<file path="config.mk">
export PLATFORM = sky130hd
export DESIGN_NAME = nes_pad_responder
export DESIGN_NICKNAME = d
export VERILOG_FILES = /design/src/rtl/nes_pad_pkg.sv /design/src/rtl/nes_pad_debounce.sv /design/src/rtl/nes_pad_responder.sv
export SDC_FILE = /design/constraint.sdc
export NUM_CORES = 1
export LEC_CHECK = 0
export BUFFER_PORTS_ARGS = -buffer_cell sky130_fd_sc_hd__buf_2
export CAP_MARGIN = 20
export CORE_MARGIN = 1
export CORE_UTILIZATION = 40
export CTS_CLUSTER_SIZE = 10
export DETAILED_ROUTE_END_ITERATION = 16
export PLACE_DENSITY = 0.56
export SYNTH_ARGS = -nofsm -noshare
export SYNTH_HDL_FRONTEND = slang
export SYNTH_SLANG_ARGS = --single-unit
</file>
<file path="constraint.sdc">
create_clock -name clk -period 1.7 [get_ports clk]
set_clock_uncertainty 0.1 [all_clocks]
set_input_delay 0.34 -clock clk [delete_from_list [all_inputs] [get_ports clk]]
set_output_delay 0.34 -clock clk [all_outputs]
set_load 0.01 [all_outputs]
</file>
<file path="src/rtl/nes_pad_pkg.sv">
// Shared definitions for the NES pad responder and the host-side reader.
// Holds the state encoding, the button bit positions and the bus idle level.
package nes_pad_pkg;

    localparam logic [1:0] ST_IDLE  = 2'd0;
    localparam logic [1:0] ST_LOAD  = 2'd1;
    localparam logic [1:0] ST_SHIFT = 2'd2;
    localparam logic [1:0] ST_DONE  = 2'd3;

    localparam int NUM_BUTTONS = 8;
    localparam int BTN_A       = 7;
    localparam int BTN_B       = 6;
    localparam int BTN_SELECT  = 5;
    localparam int BTN_START   = 4;
    localparam int BTN_UP      = 3;
    localparam int BTN_DOWN    = 2;
    localparam int BTN_LEFT    = 1;
    localparam int BTN_RIGHT   = 0;

    // A real pad with its shift register exhausted drives the line high.
    localparam logic DATA_IDLE = 1'b1;

    localparam logic [3:0] LAST_BIT = 4'd7;

    // The serial line is active-low, so the shift register holds released = 1.
    function automatic logic [7:0] pad_load_word(input logic [7:0] pressed);
        return ~pressed;
    endfunction

endpackage

</file>
<file path="src/rtl/nes_pad_debounce.sv">
// Single-button debouncer: the output follows the input only after the input
// has disagreed with it for DEBOUNCE_CYCLES consecutive clocks.
module nes_pad_debounce #(
    parameter int DEBOUNCE_CYCLES = 500000
) (
    input  logic clk,
    input  logic reset_n,
    input  logic din_i,
    output logic stable_o
);

    localparam int CNT_W = (DEBOUNCE_CYCLES > 1) ? $clog2(DEBOUNCE_CYCLES) : 1;
    localparam logic [CNT_W-1:0] CNT_TC = CNT_W'(DEBOUNCE_CYCLES - 1);

    logic [CNT_W-1:0] cnt_q, cnt_d;
    logic             stable_q, stable_d;

    always_comb begin
        cnt_d    = cnt_q;
        stable_d = stable_q;
        if (din_i == stable_q) begin
            cnt_d = '0;
        end else if (cnt_q == CNT_TC) begin
            stable_d = din_i;
            cnt_d    = '0;
        end else begin
            cnt_d = cnt_q + 1'b1;
        end
    end

    always_ff @(posedge clk or negedge reset_n) begin
        if (!reset_n) begin
            cnt_q    <= '0;
            stable_q <= 1'b0;
        end else begin
            cnt_q    <= cnt_d;
            stable_q <= stable_d;
        end
    end

    assign stable_o = stable_q;

endmodule

</file>
<file path="src/rtl/nes_pad_responder.sv">
// Emulates an NES controller on the host's latch / nes_clk / data lines,
// serving debounced local buttons and counting completed frames.
module nes_pad_responder
    import nes_pad_pkg::*;
#(
    parameter int DEBOUNCE_CYCLES = 500000,
    parameter int SYNC_STAGES     = 2
) (
    input  logic       clk,
    input  logic       reset_n,
    input  logic       latch,
    input  logic       nes_clk,
    input  logic [7:0] buttons,
    output logic       data,
    output logic [7:0] frame_cnt,
    output logic       busy
);

    // state | meaning
    // IDLE  | waiting for the host to raise latch, line idles high
    // LOAD  | latch high, shift register tracks the debounced buttons
    // SHIFT | one bit per nes_clk rising edge, A already on the line
    // DONE  | all 8 bits delivered, line held high until next latch

    logic [SYNC_STAGES-1:0][9:0] sync_q;
    logic                        latch_s, nclk_s, nclk_rise;
    logic [7:0]                  btn_s, btn_db;

    logic [1:0] state_q, state_d;
    logic [7:0] sr_q, sr_d;
    logic [3:0] bit_cnt_q, bit_cnt_d;
    logic [7:0] frame_cnt_q, frame_cnt_d;
    logic       data_q, data_d;
    logic       nclk_prev_q;

    always_ff @(posedge clk or negedge reset_n) begin
        if (!reset_n) begin
            sync_q <= '0;
        end else begin
            sync_q[0] <= {latch, nes_clk, buttons};
            for (int i = 1; i < SYNC_STAGES; i++) begin
                sync_q[i] <= sync_q[i-1];
            end
        end
    end

    assign latch_s   = sync_q[SYNC_STAGES-1][9];
    assign nclk_s    = sync_q[SYNC_STAGES-1][8];
    assign btn_s     = sync_q[SYNC_STAGES-1][7:0];
    assign nclk_rise = nclk_s & ~nclk_prev_q;

    for (genvar g = 0; g < NUM_BUTTONS; g++) begin : g_db
        nes_pad_debounce #(
            .DEBOUNCE_CYCLES (DEBOUNCE_CYCLES)
        ) u_db (
            .clk      (clk),
            .reset_n  (reset_n),
            .din_i    (btn_s[g]),
            .stable_o (btn_db[g])
        );
    end

    always_comb begin
        state_d     = state_q;
        sr_d        = sr_q;
        bit_cnt_d   = bit_cnt_q;
        frame_cnt_d = frame_cnt_q;
        case (state_q)
            ST_IDLE, ST_DONE: begin
                if (latch_s) begin
                    state_d = ST_LOAD;
                    sr_d    = pad_load_word(btn_db);
                end
            end
            ST_LOAD: begin
                if (latch_s) begin
                    sr_d = pad_load_word(btn_db);
                end else begin
                    state_d   = ST_SHIFT;
                    bit_cnt_d = 4'd0;
                end
            end
            ST_SHIFT: begin
                // A latch overrides any shift edge seen in the same cycle.
                if (latch_s) begin
                    state_d = ST_LOAD;
                    sr_d    = pad_load_word(btn_db);
                end else if (nclk_rise) begin
                    sr_d      = {sr_q[6:0], DATA_IDLE};
                    bit_cnt_d = bit_cnt_q + 4'd1;
                    if (bit_cnt_q == LAST_BIT) begin
                        state_d     = ST_DONE;
                        frame_cnt_d = frame_cnt_q + 8'd1;
                    end
                end
            end
            default: state_d = ST_IDLE;
        endcase
        data_d = ((state_d == ST_LOAD) || (state_d == ST_SHIFT)) ? sr_d[BTN_A] : DATA_IDLE;
    end

    always_ff @(posedge clk or negedge reset_n) begin
        if (!reset_n) begin
            state_q     <= ST_IDLE;
            sr_q        <= 8'hFF;
            bit_cnt_q   <= 4'd0;
            frame_cnt_q <= 8'd0;
            data_q      <= DATA_IDLE;
            nclk_prev_q <= 1'b0;
        end else begin
            state_q     <= state_d;
            sr_q        <= sr_d;
            bit_cnt_q   <= bit_cnt_d;
            frame_cnt_q <= frame_cnt_d;
            data_q      <= data_d;
            nclk_prev_q <= nclk_s;
        end
    end

    assign data      = data_q;
    assign frame_cnt = frame_cnt_q;
    assign busy      = (state_q == ST_LOAD) || (state_q == ST_SHIFT);

endmodule

</file>
==> flow_summary.yaml, run 1 <==
run_status:
  outcome: "finished with violations"
  violations: "negative setup slack"
floorplan:
  start_util_pct: 41.0
  rows: 55
  die_h_um: 155
  die_w_um: 155
  dieArea_um2: 23900
  ios: 22
  core-area_um2: 22700
routing:
  drtPass1Iterations: 4
  viasPerCell: 4.91
  drtIter0Drc: 208
  postRouteAntennaNets: 0
  wl_per_cell_um: 13.3
  wirelength_um: 18300
  drc: 0
  vias: 6761
clock_tree:
  clk_latency_ns: 0.51
  cts_sinks: 204
  tritoncts: "yes"
  cts_buffers: 25
  htreeDepth: 1
  root_buffer: "clkbuf_16"
  path_clk_slew_ns: 0.06
  cts_buffer_depth: 3
power:
  p_per_area_nw_per_um2: 914
  power_mw: 11.2
  leakagePower_nw: 5.35
  ir_drop_mv: 0.719
placement:
  gp_congestion: 0.763
  placed_area_um2: 10700
  dpl.hpwl_um: 11700
  portBuffers: 21
  dpl_worst_slack_ns: -0.0833
run:
  maxCapViolations: 0
yosys:
  synth_edf_count: 0
  ys_seq_area_share_pct: 54.9
  synth_top_area_cell: "dfrtp_1"
  syn_inst: 900
  synth.distinct_cells: 50
  postSynth.asyncResetShare_pct: 100
  synth_ff_type: "dfrtp_1"
  synth-seq-cells: 204
  syn_avg_cell_area_um2: 10.4
  synth_top_area_share_pct: 52.4
  synth_warnings: 0
  synth_nets: 924
  yosys-top-cells-area: "dfrtp_1 52%, xor2_1 7.6%, nor2_1 7.6%"
  netlist_area_um2: 9320
worst_setup_path:
  cp_data_arrival_time_ns: 1.34
  start_kind: "flip-flop"
  path_cells: "ha_4 > inv_2 > buf_6"
  reg2reg_slack_ns: -0.06
  cp_slowest_cell: "dfrtp_1"
  cp-end-kind: "output port"
  critPathKind: "flip-flop to output port"
  slowest_delay_ns: 0.41
  critPathMaxFanout: 2
  cp.required_ns: 1.26
global_routing:
  antenna_found_initial: 0
  globalRoute.totalOverflow: 0
  grt_pass1_vias: 6710
  grt_max_degree: 45
  grt.total_usage_pct: 15.4
  grt_pass1_wl_um: 30900
final_layout:
  num_antenna_cells: 0
  drive_gt1_share_pct: 28.6
  final_cell_area_um2: 12200
  fillers: 2035
  area_growth_pct: 31.4
  final_nets: 1096
timing:
  relSlewSlack_pct: 66.0
  fin_crit_sh_pct: 105
  drv_slew: 0
  rsz0062_at_grt: "true"
  fin_crit_ns: 1.78
  setup_violations: 7
  tightest_slew_ns: 0.508
  hold_viol_final: 0
  fin_ws_ns: -0.0841
  max_freq_mhz: 560
worst_hold_path:
  hold_path.class: "primary input to asynchronous set/reset pin"
layout make-up:
type                            instances  area [um2]  share of cell area, %
Timing Repair Buffer                  162        1410                   11.5
Multi-Input combinational cell        659        4540                   37.1
Inverter                               20        75.1                  0.613
Sequential cell                       204        5120                   41.8
Tap cell                              285         357                   2.91
Clock inverter                          1        8.76                 0.0715
Clock buffer                           45         741                   6.05
metal layers:
layer / GRT usage (%) / part of all wire [%] / vias to the layer above / routed length (um)
met4: 3.54 / 1.6 / 0 / 297
met1: 21.4 / 49 / 3285 / 9000
met2: 25.0 / 46 / 64 / 8490
met5: 0 / 0 / - / 0
met3: 2.63 / 2.8 / 24 / 508
li1: - / - / 3388 / -
worst paths after layout:
kind / start / endpoint / depth (start not counted)
min in group clk: sync_q[4] / btn_s[4] / 0
worst min-delay path: reset_n / g_db[7].u_db.cnt_q[11] / 2
worst min register to register: sync_q[4] / btn_s[4] / 0
worst max-delay path: state_q[1] / busy / 3
max in group asynchronous: reset_n / sr_q[6] / 3
worst max register to register: state_q[0] / data / 8
cell families after synthesis:
kind of cell	Yosys count	synth area share, %
muxes	10	1.21
AOI/OAI and AO/OA	27	1.87
DFF	204	54.9
xor gates and xnor gates	152	14.3
and+or+nand+nor	455	24.0
buffers and inverters	40	2.16
adders and majority gates	12	1.61
cell usage in the layout (no fill, tap or decap), drive strengths merged, types with 8 or more instances in the layout:
master,instances
xnor2,71
and3,19
nor3,25
and4,18
inv,21
xor2,81
dfrtp,195
nand4,35
nand2,61
a211oi,8
nor2,188
ha,12
clkbuf,48
dfstp,9
nor4,12
or2,10
buf,148
mux2,10
and2,10
a21oi,9
nand3,57
dlygate4sd3,11
synth_stat cells (2+ instances only):
cell type and n:
or2_2 6, dfrtp_1 195, and2_1 10, mux2_2 10, xor2_1 81, buf_4 10
nor4_1 11, nand4_1 35, clkbuf_1 4, and4_1 17, nor3_1 24, a211oi_1 8
nor4b_1 4, o21ai_0 3, nor2b_1 3, xnor2_1 71, nand2_1 60, nand3b_1 2
buf_2 5, nor2_1 188, and3_1 18, a21oi_1 9, nand4b_1 3, nand2b_1 4
dfstp_2 9, ha_1 12, nand3_1 56, inv_1 20
critical path, delay by kind of cell, from the launching register on:
family,cells,cell delay (ns)
adders and majority gates,1,0.29
DFF,1,0.41
buffers and inverters,2,0.14
power by group:
group	total, mW	switching (mW)	internal (mW)
Combinational	1.30	0.659	0.636
Sequential	5.07	0.0863	4.99
Clock	4.82	1.91	2.91
flip-flops by register name (all words and copies together), names as in the netlist, 2 cells and up:
name and flops:
bit_cnt_q 4, btn_s 8, frame_cnt 8, g_db.u_db.cnt_q 152, g_db.u_db.stable_o 8, sr_q 8
state_q 2, sync_q 10
metrics by stage:
step	TNS (ns)	hold slack [ns]	std cells	util [%]
6_report	-0.165	0.231	1376	53.9
5_1_grt	-2.63	0.251	1376	53.9
4_1_cts	-0.149	0.232	1360	51.2
3_5_place_dp	-2.62	0.176	1300	47.0
3_3_place_gp	-1.85	0.174	1300	47.0
2_1_floorplan	-0.0600	-0.0556	900	-
repair_timing:
action | 4_1_cts | 5_1_grt
endpoints found under the hold margin | 202 | 0
cloned | 0 | 7
buffers inserted | 3 | 9
pin swaps | 2 | 53
setup endpoints to repair | 105 | 147
resized for setup | 16 | 108
hold buffers | 11 | 0
Power figures use the tool's default switching activity.
==> run 2, diff against run 1 <==
--- a/config.mk
+++ b/config.mk
@@ -8,10 +8,10 @@
 export BUFFER_PORTS_ARGS = -buffer_cell sky130_fd_sc_hd__buf_2
 export CAP_MARGIN = 20
 export CORE_MARGIN = 1
-export CORE_UTILIZATION = 40
+export CORE_UTILIZATION = 45
 export CTS_CLUSTER_SIZE = 10
 export DETAILED_ROUTE_END_ITERATION = 16
-export PLACE_DENSITY = 0.56
+export PLACE_DENSITY = 0.6
 export SYNTH_ARGS = -nofsm -noshare
 export SYNTH_HDL_FRONTEND = slang
 export SYNTH_SLANG_ARGS = --single-unit
==> constraint.sdc (replaced) <==
create_clock -name clk -period 2.3 [get_ports clk]
set_clock_uncertainty 0.1 [all_clocks]
set_input_delay 0.46 -clock clk [delete_from_list [all_inputs] [get_ports clk]]
set_output_delay 0.46 -clock clk [all_outputs]
set_load 0.01 [all_outputs]
==> run 2 against run 1 <==
  * The run now ends clean
  * Sequential share of layout area rose by 6.1 points
  * Sequential cell count did not move
  * Critical path depth did not move
  * Largest power group unchanged
==> flow_summary.yaml, run 2 (same netlist as run 1, synthesis figures left out) <==
timing:
  hold_viol_final: 0
  drv_slew: 0
  rsz0062_at_grt: "false"
  fin_ws_ns: 0.219
  hold-worst-slack_ns: 0.246
  fin_crit_ns: 2.08
  tightest_slew_ns: 0.483
  setup_tns_ns: 0
  max_freq_mhz: 480
  fin_crit_sh_pct: 90.5
  setup_violations: 0
  relSlewSlack_pct: 67.6
routing:
  wl_per_cell_um: 12.9
  wirelength_um: 16000
  viasPerCell: 4.94
  wl_met1_um: 8090
  wl_met3_um: 470
  wl_met2_um: 7110
  drc: 0
  postRouteAntennaNets: 0
  drtIter0Drc: 239
  top_layer_used: "met4"
  vias: 6130
  drtPass1Iterations: 4
placement:
  dpl.hpwl_um: 10400
  gp_congestion: 0.767
  portBuffers: 21
  dpl_worst_slack_ns: 0.291
  post-place-cells: 1185
clock_tree:
  root_buffer: "clkbuf_16"
  htreeDepth: 1
  cts_buffers: 25
  path_clk_slew_ns: 0.05
  cts_buffer_depth: 3
  cts_sinks: 204
  tritoncts: "yes"
  clk_latency_ns: 0.52
  post_cts_buffers: 0
worst_setup_path:
  reg2reg_slack_ns: 0.33
  cp.required_ns: 1.74
  critPathKind: "flip-flop to output port"
  critPathMaxFanout: 6
  worstSetupStartpoint: "state_q[1]"
  cp-end-kind: "output port"
  r2r_end: "g_db[4].u_db.cnt_q[6]"
  start_kind: "flip-flop"
  reg2regPathDepth: 6
  r2r-start: "g_db[4].u_db.cnt_q[0]"
  crit_end: "busy"
  cp_data_arrival_time_ns: 1.52
floorplan:
  ios: 22
  dieArea_um2: 21300
  core-area_um2: 20200
  rows: 52
  start_util_pct: 46.0
  die_h_um: 146
  die_w_um: 146
power:
  switching_share_pct: 22.9
  p_per_area_nw_per_um2: 748
  power_mw: 7.98
  combPwrFrac_pct: 7.0
  clockPowerShare_pct: 46.0
  power_switching_mw: 1.83
  ir_drop_mv: 0.501
  leakagePower_nw: 4.61
  seqPwrFrac_pct: 47.1
  internal_power_mw: 6.15
global_routing:
  grt_pass1_vias: 6186
  grt.total_usage_pct: 16.2
  antenna_found_initial: 0
  grt_max_degree: 59
  grt_pass1_wl_um: 29000
  globalRoute.totalOverflow: 0
final_layout:
  top_register: "g_db.u_db.cnt_q"
  area_growth_pct: 14.5
  final-instance-count-excl-fill: 1242
  drive_gt1_share_pct: 10.1
  largest_reg_flops: 152
  final_common_cell: "dfrtp_1"
  layout_common_cells: "195 x dfrtp_1, 188 x nor2_1, 81 x xor2_1"
  largestRegisters: "g_db.u_db.cnt_q: 152 flops, sync_q: 10 flops"
  final_nets: 977
  num_antenna_cells: 0
worst_hold_path:
  hold_path.class: "flip-flop to flip-flop"
run_status:
  outcome: "completed"
run:
  maxCapViolations: 0
==> run 2: how the worst min path moves through the flow <==
stage / start / endpoint / slack (ns) / depth (start not counted)
global route: sync_q[2] / btn_s[2] / 0.26 / 0
global placement: sync_q[8] / nclk_s / 0.23 / 0
CTS: sync_q[2] / btn_s[2] / 0.25 / 0
finish: sync_q[2] / btn_s[2] / 0.25 / 0
floorplan: reset_n / bit_cnt_q[0] / 0.06 / 0
detailed placement: sync_q[2] / btn_s[2] / 0.24 / 0
==> run 2: power groups by stage <==
stage,combinational (mW),clock (mW),sequential (mW)
after floorplan,0.367,0,3.80
after global placement,0.547,0,3.82
after detailed placement,0.553,0,3.82
after CTS,0.571,3.80,3.76
after global routing,0.639,3.96,3.77
final,0.556,3.67,3.76
==> run 2: repair_timing <==
item / 4_1_cts / 5_1_grt
gates resized for setup: 0 / 0
endpoints found under the setup margin: 0 / 0
hold buffers: 11 / 0
hold endpoints to repair: 60 / 0
==> run 2: through the flow <==
step / area, um2 / util (%)
detailed placement: 9790 / 48.4
finish: 10700 / 52.7
CTS: 10700 / 52.7
global route: 10700 / 52.7
global placement: 9790 / 48.4
floorplan: 9320 / -
==> run 2: area by class of cell <==
cell class	instances	area (um2)
Fill cell	1850	9560
Sequential cell	204	5120
Multi-Input combinational cell	656	4000
Clock buffer	44	727
Timing Repair Buffer	46	367
Tap cell	270	338
Inverter	20	75.1
Clock inverter	2	50.0
==> run 2: worst max-delay path, stage by stage (launching register included) <==
cell and delay, ns:
dfrtp_1 0.41, ha_1 0.39, inv_1 0.08, buf_2 0.15
==> run 2: metal layers <==
layer	vias up	GRT usage, %
li1	3133	-
met1	2907	23.0
met2	64	25.6
met3	26	2.82
met4	0	4.11
met5	-	0
